File: src/rtl/alu_array_pkg.sv
// alu_array_pkg: shared opcode definitions for the multi-lane ALU.
// Latency: n/a (definitions only).
// Backpressure: n/a.
//
// Contents:
//   OP_W  - opcode width per lane
//   op_e  - opcode enum, members OP_ADD .. OP_CLR double as the opcode constants
package alu_array_pkg;

    localparam int OP_W = 3;

    typedef enum logic [OP_W-1:0] {
        OP_ADD  = 3'b000,  // a + b
        OP_SUB  = 3'b001,  // a - b, carry = borrow
        OP_AND  = 3'b010,
        OP_OR   = 3'b011,
        OP_XOR  = 3'b100,
        OP_XNOR = 3'b101,
        OP_ACC  = 3'b110,  // acc <= acc + a, result = new acc
        OP_CLR  = 3'b111   // acc <= 0, result = 0
    } op_e;

endpackage

File: src/rtl/alu_array_if.sv
// alu_array_if: bundles the operand (input) and result (output) handshakes.
// Latency: n/a (wiring only).
// Backpressure: in_ready/out_ready carry the valid/ready flow control.
//
// Signals (lane i of a packed bus sits at [i*WIDTH +: WIDTH], op at [i*OP_W +: OP_W]):
//   in_valid/in_ready, a, b, op          - operand bundle towards the ALU
//   out_valid/out_ready, result, carry,
//   zero                                 - result bundle from the ALU
// Modports: master = producer/consumer side (testbench, pin mapping),
//           slave  = the ALU array itself.
interface alu_array_if
    import alu_array_pkg::*;
#(
    parameter int NUM_CH = 2,
    parameter int WIDTH  = 8
);

    logic                     in_valid;
    logic                     in_ready;
    logic [NUM_CH*WIDTH-1:0]  a;
    logic [NUM_CH*WIDTH-1:0]  b;
    logic [NUM_CH*OP_W-1:0]   op;

    logic                     out_valid;
    logic                     out_ready;
    logic [NUM_CH*WIDTH-1:0]  result;
    logic [NUM_CH-1:0]        carry;
    logic [NUM_CH-1:0]        zero;

    modport master (
        output in_valid, a, b, op, out_ready,
        input  in_ready, out_valid, result, carry, zero
    );

    modport slave (
        input  in_valid, a, b, op, out_ready,
        output in_ready, out_valid, result, carry, zero
    );

endinterface

File: src/rtl/alu_lane.sv
// alu_lane: one lane's opcode decode, flag generation and result register (stage S2).
// Latency: 1 cycle from the S1 operand registers to the registered result/flags.
// Backpressure: state (result, flags, accumulator) only changes when adv is high.
//
// Ports:
//   clk, rst          - clock, asynchronous active-high reset
//   adv               - S1->S2 advance: capture new result and update accumulator
//   a, b, op          - operands and opcode from the S1 registers
//   result, carry,
//   zero              - registered lane outputs
// Build option: ALU_ARRAY_ACC_EN adds the per-lane accumulator used by OP_ACC/OP_CLR;
// without it those opcodes yield result=0, carry=0, zero=1.
module alu_lane
    import alu_array_pkg::*;
#(
    parameter int WIDTH = 8
) (
    input  logic             clk,
    input  logic             rst,
    input  logic             adv,
    input  logic [WIDTH-1:0] a,
    input  logic [WIDTH-1:0] b,
    input  logic [OP_W-1:0]  op,
    output logic [WIDTH-1:0] result,
    output logic             carry,
    output logic             zero
);

    // Widened by one bit so the top bit is the carry (ADD) or borrow (SUB).
    logic [WIDTH:0]   sum_ext;
    logic [WIDTH:0]   diff_ext;
    logic [WIDTH-1:0] res_nxt;
    logic             carry_nxt;

    assign sum_ext  = {1'b0, a} + {1'b0, b};
    assign diff_ext = {1'b0, a} - {1'b0, b};

`ifdef ALU_ARRAY_ACC_EN
    logic [WIDTH-1:0] acc;
    logic [WIDTH-1:0] acc_nxt;
    logic [WIDTH:0]   acc_ext;

    assign acc_ext = {1'b0, acc} + {1'b0, a};
`endif

    always_comb begin
        res_nxt   = '0;
        carry_nxt = 1'b0;
`ifdef ALU_ARRAY_ACC_EN
        acc_nxt   = acc;
`endif
        case (op_e'(op))
            OP_ADD: begin
                res_nxt   = sum_ext[WIDTH-1:0];
                carry_nxt = sum_ext[WIDTH];
            end
            OP_SUB: begin
                res_nxt   = diff_ext[WIDTH-1:0];
                carry_nxt = diff_ext[WIDTH];
            end
            OP_AND:  res_nxt = a & b;
            OP_OR:   res_nxt = a | b;
            OP_XOR:  res_nxt = a ^ b;
            OP_XNOR: res_nxt = ~(a ^ b);
`ifdef ALU_ARRAY_ACC_EN
            OP_ACC: begin
                acc_nxt   = acc_ext[WIDTH-1:0];
                res_nxt   = acc_ext[WIDTH-1:0];
                carry_nxt = acc_ext[WIDTH];
            end
            OP_CLR: acc_nxt = '0;
`endif
            // Without the accumulator, OP_ACC/OP_CLR fall here and keep the zero defaults.
            default: ;
        endcase
    end

    always_ff @(posedge clk or posedge rst) begin
        if (rst) begin
            result <= '0;
            carry  <= 1'b0;
            zero   <= 1'b0;
        end else if (adv) begin
            result <= res_nxt;
            carry  <= carry_nxt;
            zero   <= (res_nxt == '0);
        end
    end

`ifdef ALU_ARRAY_ACC_EN
    // Updated in the same edge that moves the bundle into S2, so a following ACC
    // sitting in S1 already sees the new value: back-to-back ACCs chain cleanly.
    always_ff @(posedge clk or posedge rst) begin
        if (rst) begin
            acc <= '0;
        end else if (adv) begin
            acc <= acc_nxt;
        end
    end
`endif

endmodule

File: src/rtl/alu_array.sv
// alu_array: NUM_CH-lane ALU behind a two-stage (S1 operands, S2 results) pipeline.
// Latency: 2 register stages from operand capture to out_valid; 1 bundle/cycle throughput.
// Backpressure: full valid/ready; a stalled S2 holds its outputs and S1 holds once full.
//
// Ports:
//   wb_clk_i  - clock, all state on the rising edge
//   wb_rst_i  - asynchronous active-high reset; discards in-flight bundles
//   bus       - alu_array_if slave modport (operand and result handshakes)
// Build option: ALU_ARRAY_ACC_EN enables the per-lane accumulators (see alu_lane).
module alu_array
    import alu_array_pkg::*;
#(
    parameter int NUM_CH = 2,
    parameter int WIDTH  = 8
) (
    input  logic        wb_clk_i,
    input  logic        wb_rst_i,
    alu_array_if.slave  bus
);

    logic                    s1_valid;
    logic                    s2_valid;
    logic [NUM_CH*WIDTH-1:0] s1_a;
    logic [NUM_CH*WIDTH-1:0] s1_b;
    logic [NUM_CH*OP_W-1:0]  s1_op;

    logic                    s2_adv;
    logic                    s1_adv;
    logic                    s1_load;
    logic                    s2_load;

    logic [NUM_CH*WIDTH-1:0] lane_result;
    logic [NUM_CH-1:0]       lane_carry;
    logic [NUM_CH-1:0]       lane_zero;

    // Ready ripples back from the output; in_valid never feeds in_ready.
    assign s2_adv  = !s2_valid || bus.out_ready;
    assign s1_adv  = !s1_valid || s2_adv;
    assign s1_load = bus.in_valid && s1_adv;
    // Only a real bundle moving S1->S2 touches lane state, so outputs hold
    // their last value once the pipe drains.
    assign s2_load = s1_valid && s2_adv;

    assign bus.in_ready = s1_adv;

    always_ff @(posedge wb_clk_i or posedge wb_rst_i) begin
        if (wb_rst_i) begin
            s1_valid <= 1'b0;
            s2_valid <= 1'b0;
            s1_a     <= '0;
            s1_b     <= '0;
            s1_op    <= '0;
        end else begin
            if (s1_adv) begin
                s1_valid <= bus.in_valid;
            end
            if (s1_load) begin
                s1_a  <= bus.a;
                s1_b  <= bus.b;
                s1_op <= bus.op;
            end
            if (s2_adv) begin
                s2_valid <= s1_valid;
            end
        end
    end

    for (genvar i = 0; i < NUM_CH; i++) begin : g_lane
        alu_lane #(
            .WIDTH (WIDTH)
        ) u_lane (
            .clk    (wb_clk_i),
            .rst    (wb_rst_i),
            .adv    (s2_load),
            .a      (s1_a[i*WIDTH +: WIDTH]),
            .b      (s1_b[i*WIDTH +: WIDTH]),
            .op     (s1_op[i*OP_W +: OP_W]),
            .result (lane_result[i*WIDTH +: WIDTH]),
            .carry  (lane_carry[i]),
            .zero   (lane_zero[i])
        );
    end

    assign bus.out_valid = s2_valid;
    assign bus.result    = lane_result;
    assign bus.carry     = lane_carry;
    assign bus.zero      = lane_zero;

    // A stalled result must stay put until the consumer takes it.
    a_stall_hold : assert property (
        @(posedge wb_clk_i) disable iff (wb_rst_i)
        (bus.out_valid && !bus.out_ready) |=>
            (bus.out_valid && $stable(bus.result) && $stable(bus.carry) && $stable(bus.zero))
    );

endmodule
File: src/flat_wrapper.sv
// flat-port wrapper written by rule: the top's interface ports become plain ports
module alu_array_flat import alu_array_pkg::*;
#(
    parameter int NUM_CH = 2,
    parameter int WIDTH  = 8
)
  (wb_clk_i, wb_rst_i, bus_in_valid, bus_a, bus_b, bus_op, bus_out_ready, bus_in_ready, bus_out_valid, bus_result, bus_carry, bus_zero);
  alu_array_if #(.NUM_CH(NUM_CH), .WIDTH(WIDTH)) bus_i ();
  input  logic wb_clk_i;
  input  logic wb_rst_i;
  input wire logic [$bits(bus_i.in_valid)-1:0] bus_in_valid;
  input wire logic [$bits(bus_i.a)-1:0] bus_a;
  input wire logic [$bits(bus_i.b)-1:0] bus_b;
  input wire logic [$bits(bus_i.op)-1:0] bus_op;
  input wire logic [$bits(bus_i.out_ready)-1:0] bus_out_ready;
  output wire logic [$bits(bus_i.in_ready)-1:0] bus_in_ready;
  output wire logic [$bits(bus_i.out_valid)-1:0] bus_out_valid;
  output wire logic [$bits(bus_i.result)-1:0] bus_result;
  output wire logic [$bits(bus_i.carry)-1:0] bus_carry;
  output wire logic [$bits(bus_i.zero)-1:0] bus_zero;
  assign bus_i.in_valid = bus_in_valid;
  assign bus_i.a = bus_a;
  assign bus_i.b = bus_b;
  assign bus_i.op = bus_op;
  assign bus_i.out_ready = bus_out_ready;
  assign bus_in_ready = bus_i.in_ready;
  assign bus_out_valid = bus_i.out_valid;
  assign bus_result = bus_i.result;
  assign bus_carry = bus_i.carry;
  assign bus_zero = bus_i.zero;
  alu_array #(.NUM_CH(NUM_CH), .WIDTH(WIDTH)) u_core (.wb_clk_i(wb_clk_i), .wb_rst_i(wb_rst_i), .bus(bus_i));
endmodule
File: config.mk
export PLATFORM = sky130hd
export DESIGN_NAME = alu_array_flat
export DESIGN_NICKNAME = d
export VERILOG_FILES = /design/src/rtl/alu_array_pkg.sv /design/src/rtl/alu_array_if.sv /design/src/rtl/alu_lane.sv /design/src/rtl/alu_array.sv /design/src/flat_wrapper.sv
export SDC_FILE = /design/constraint.sdc
export NUM_CORES = 1
export LEC_CHECK = 0
export ABC_CLOCK_PERIOD_IN_PS = 2300
export BUFFER_PORTS_ARGS = -buffer_cell sky130_fd_sc_hd__buf_2
export CAP_MARGIN = 20
export CORE_MARGIN = 2
export CORE_UTILIZATION = 50
export CTS_CLUSTER_DIAMETER = 150
export DETAILED_ROUTE_END_ITERATION = 7
export GPL_ROUTABILITY_DRIVEN = 0
export PLACE_DENSITY = 0.74
export SLEW_MARGIN = 20
export SYNTH_ARGS = -nofsm -noshare
export SYNTH_HDL_FRONTEND = slang
export SYNTH_SLANG_ARGS = --single-unit
File: constraint.sdc
create_clock -name wb_clk_i -period 2.3 [get_ports wb_clk_i]
set_input_delay 0.23 -clock wb_clk_i [delete_from_list [all_inputs] [get_ports wb_clk_i]]
set_output_delay 0.23 -clock wb_clk_i [all_outputs]
set_load 0.02 [all_outputs]
# After elaboration in Yosys (flattened, before gate mapping)
# Cells that the tools add are included.
[totals]
ff_bits = 60
elab_cells = 47
inputBits = 42
output_inout_bits = 22
[op_classes]
reduce_logical = 10
addsub = 4
bitwise = 8
n_eq_ne = 10
mux = 4
[ops]
columns = ["operator", "n"]
rows = [
  ["case mux 8 bit (6 select lines)", 2],
  ["adder 8 x 8 -> 9 bit", 2],
  ["subtractor 8 x 8 -> 9 bit", 2],
  ["bitwise AND 8 bit", 2],
  ["zero test 8 bit", 2],
  ["NOT 8 bit", 2],
  ["bitwise OR 8 bit", 2],
  ["XOR 8 bit", 2],
  ["equality test 3 x 2 -> 1 bit (second input constant)", 4],
  ["equality test 3 bit (second input constant)", 4],
  ["equality test 3 x 1 -> 1 bit (second input constant)", 2],
  ["zero test 3 bit", 2],
  ["case mux 1 bit (2 select lines)", 2],
  ["logical AND 1 bit", 2],
  ["zero test 1 bit", 2],
  ["logical OR 1 bit", 2],
]

# Depth between registers and ports, before layout
[depth]
ltp_word = 4
depth_mapped = 11
mapped_depth_nobuf = 11

# By module
# A second synthesis with hierarchy kept.
[hier_totals]
cells_unflattened = 592
hier_area_um2 = 5211.2
[by_module_without_submodules]
columns = ["mod", "n_inst", "seq_area_each_um2", "area_per_inst_um2", "cells_per_inst"]
rows = [
  ["alu_array", 1, 1001.0, 2183.3, 224],
  ["alu_lane at u_core.g_lane[1].u_lane", 1, 250.2, 1524.0, 183],
  ["alu_lane at u_core.g_lane[0].u_lane", 1, 250.2, 1503.9, 185],
]

# Least setup slack after synthesis
# Ideal clock, no wire load.
[synth_timing]
kind = "register -> register"
startpoint = "register u_core.s1_b[0]"
endpoint = "register u_core.g_lane[0].u_lane.zero"
t_required_ns = 2.234
setup_time_ns = 0.066
stages_incl_launch_ff = 10
slack_ns = -0.247
synth_period_minus_slack_ns = 2.547
arrival_ns = 2.481
n_path_buf = 0
path_cell_list = "dfrtp_1 > ha_1 > fa_1 > a211oi_2 > or3_1 > mux2i_1 > o22ai_1 > or4_1 > nor3_2 > a32o_2"
[synth_via]
elab_chain_len = 4
elab_cells_between_ends = 8
cone_classes = "add/sub: 2; mux: 1; bitwise: 4; reduce/logical: 1"
[synth_rtl]
columns = ["element", "line", "rtl"]
rows = [
  ["from (decl)", "alu_array.sv:24", "logic [NUM_CH*WIDTH-1:0] s1_b;"],
  ["from (signal assigned)", "alu_array.sv:59", "s1_b <= bus.b;"],
  ["branches (longest 2 deep; another with subtractor 8 x 8 -> 9 bit)", "-", ""],
  ["case mux 8 bit (6 select lines) (*)", "alu_lane.sv:52", "case (op_e'(op))"],
  ["zero test 8 bit (*)", "alu_lane.sv:86", "zero <= (res_nxt == '0);"],
  ["to (signal assigned)", "alu_lane.sv:86", ""],
  ["to (decl)", "alu_lane.sv:26", "output logic zero"],
]
# Every way passes the cells marked *.
# A chain may end at the register's enable or synchronous reset.

# Worst setup path after layout
# Ends and elaborated chain as after synthesis.

==> results.ini <==
[status]
status=complete, but fails checks
failed_checks=setup timing

[worst_setup_path]
crit_chain=ha_4 -> fa_2 -> a211oi_2 -> or3_4 -> mux2i_1 -> o22ai_1 -> or4_1 -> nor3_2 -> a32o_2
endpoint_kind=register
arrival_ns=2.80
cp_max_fo=3
crit_type=reg -> reg
slowest_stage=or4_1
slowest_delay_ns=0.50
start_kind=register
worstPathRequired_ns=2.58

[route]
ant_nets=0
drt-pass1-iter-count=5
route.detailed.drc=0
wl_per_cell_um=15.6
viasPerCell=5.58
totalWireLength_um=11600
vias=4148
drtIter0Drc=375

[logic_synthesis]
netlist_area_um2=4600
synth_warnings=0
synth_edf_count=0
ys_types=65
synthesis.nets=595
yosys_most_used_dff=dfrtp_1
syn_avg_cell_area_um2=9.21
synthArstFlopShare_pct=100
ys_ff_latch=60
synth_cells=500
yosysSeqAreaShare_pct=32.6

[final_layout]
drive_above_1_share_pct=39.1
antenna_cells=0
final_cell_mix=83 x buf_4, 63 x buf_2, 58 x dfrtp_1, 51 x inv_1, 48 x nand2_1
mostFrequentLayoutCell=buf_4
fin_nets=724
post-route-util_pct=65.5
area_delta_synth_final_pct=28.9
fin_area_um2=5930

[sta]
setup_viol=5
worst_slack_ns=-0.220
fin_skew_ns=0.00734
finalCriticalPeriod_ns=2.52
fmax_mhz=397
whs_ns=0.0995
hold_violations=0
slew_headroom_pct=55.8
slew_violations=0
worst_pin_slew_ns=0.662
fin_crit_sh_pct=110
grt_setup_unrepaired=yes

[grt]
grt_pass1_vias=4033
grt_pass1_wl_um=19100
grt_max_degree=39
antenna_found_initial=0
gr-total-overflow=0
grt_usage_pct=23.6

[power]
power.total_mw=5.10
pwr_density_cell_nw_per_um2=859
p_leak_nw=2.90
vdd_drop_max_uv=381

[cts]
cts.clk_slew.worst_paths_ns=0.07
cts-root-buf=clkbuf_8
clk_latency_ns=0.34
cts_tree=built
cts_buffers=9
cts_max_level=3
clock-sinks=60
clockBufferDepth=2

[flow_run]
cap_violations=0

[die]
die_w_um=100
io_pins=64
die_area_um2=9990
core.rowCount=35
start_util_pct=50.8
die_h_um=100
core_area_um2=9060

[place]
io_buffers=63
dpl_cell_area_um2=5520
place_hpwl_um=8330
place_ws_ns=-0.234

[hold_path]
hold_path.class=in -> reg

[worst max-delay path, delay by kind of cell (launching register included)]
family,cells,cell delay [ns]
adder cells (fa/ha/maj),2,0.55
AO/OA/AOI/OAI,3,0.53
flip-flops,1,0.41
AND/OR/NAND/NOR,3,0.79
multiplexers,1,0.17
[cell type report]
class / count / area, um^2
flip-flops and latches: 60 / 1500
clock inverters: 2 / 35.0
clock buffers: 12 / 155
repair buffers: 147 / 948
multi-input cells: 355 / 2940
fillers: 698 / 3130
well taps: 111 / 139
inverters: 56 / 210
[flip-flops by register name (all words and copies together), names as in the netlist]
name,flops
u_core.bus.out_valid,1
u_core.g_lane.u_lane.carry,2
u_core.g_lane.u_lane.result,16
u_core.g_lane.u_lane.zero,2
u_core.s1_a,16
u_core.s1_b,16
u_core.s1_op,6
u_core.s1_valid,1
[per-stage QoR]
stage	std cells	setup TNS (ns)
after floorplan	500	-0.0305
after global placement	722	-0.223
after detailed placement	722	-0.542
after CTS	744	-0.227
after global routing	743	-1.03
final	743	-0.374
[timing repair]
item | CTS | global route
endpoints found under the setup margin | 7 | 10
pin swaps | 18 | 11
hold buffers | 1 | 0
buffers inserted | 7 | 1
endpoints found under the hold margin | 26 | 0
gates resized for setup | 20 | 24
[layer usage]
layer | track usage, % | up-vias | wire length, um
met4 | 8.64 | 0 | 218
li1 | - | 1998 | -
met1 | 33.9 | 1971 | 5590
met3 | 3.06 | 22 | 548
met5 | 0 | - | 0
met2 | 36.5 | 157 | 5270
[final timing paths]
kind                       depth (start not counted)  slack (ns)                                       endpoint                                          start
max in group asynchronous                          4        1.13                     u_core.s1_a[1]$_DFFE_PP0P_                                       wb_rst_i
min                                                2         0.1                    u_core.s1_valid$_DFFE_PP0N_                                   bus_in_valid
max                                                9       -0.22       u_core.g_lane[0].u_lane.zero$_DFFE_PP0P_                     u_core.s1_b[0]$_DFFE_PP0P_
min reg2reg                                        2        0.48  u_core.g_lane[0].u_lane.result[5]$_DFFE_PP0P_  u_core.g_lane[0].u_lane.result[5]$_DFFE_PP0P_
min in group asynchronous                          3        0.50                     u_core.s1_a[9]$_DFFE_PP0P_                                       wb_rst_i
max reg2reg                                        9       -0.22       u_core.g_lane[0].u_lane.zero$_DFFE_PP0P_                     u_core.s1_b[0]$_DFFE_PP0P_
[kinds of logic (layout without fill, tap and decap cells)]
kind of cell / Yosys count / count (layout) / share of synthesized area [%]
adders and majority gates: 53 / 53 / 15.1
xor gates and xnor gates: 12 / 12 / 2.28
muxes: 45 / 45 / 10.9
AOI/OAI and AO/OA: 118 / 118 / 18.3
and+or+nand+nor: 127 / 127 / 13.1
DFF: 60 / 60 / 32.6
buffers and inverters: 85 / 217 / 7.77
[cell usage after synthesis, drive strengths merged, types with 6 or more instances]
library cell	number	area, um^2
o21ai	23	115
xor2	7	61.3
ha	49	613
dfrtp	60	1500
inv	56	210
a211oi	7	57.6
nor3	7	40.0
a22oi	6	45.0
mux2	40	450
nand2b	13	83.8
nand2	48	180
nor2b	9	56.3
a31oi	6	37.5
a21oi	14	70.1
o22ai	7	43.8
nor2	30	113
clkbuf	10	37.5
buf	19	110
[power by group]
group / switching, mW / internal, mW
Combinational: 1.41 / 1.26
Sequential: 0.192 / 1.27
Clock: 0.408 / 0.546
Total: 2.01 / 3.08
No activity file was read; power rests on OpenSTA's default activity.
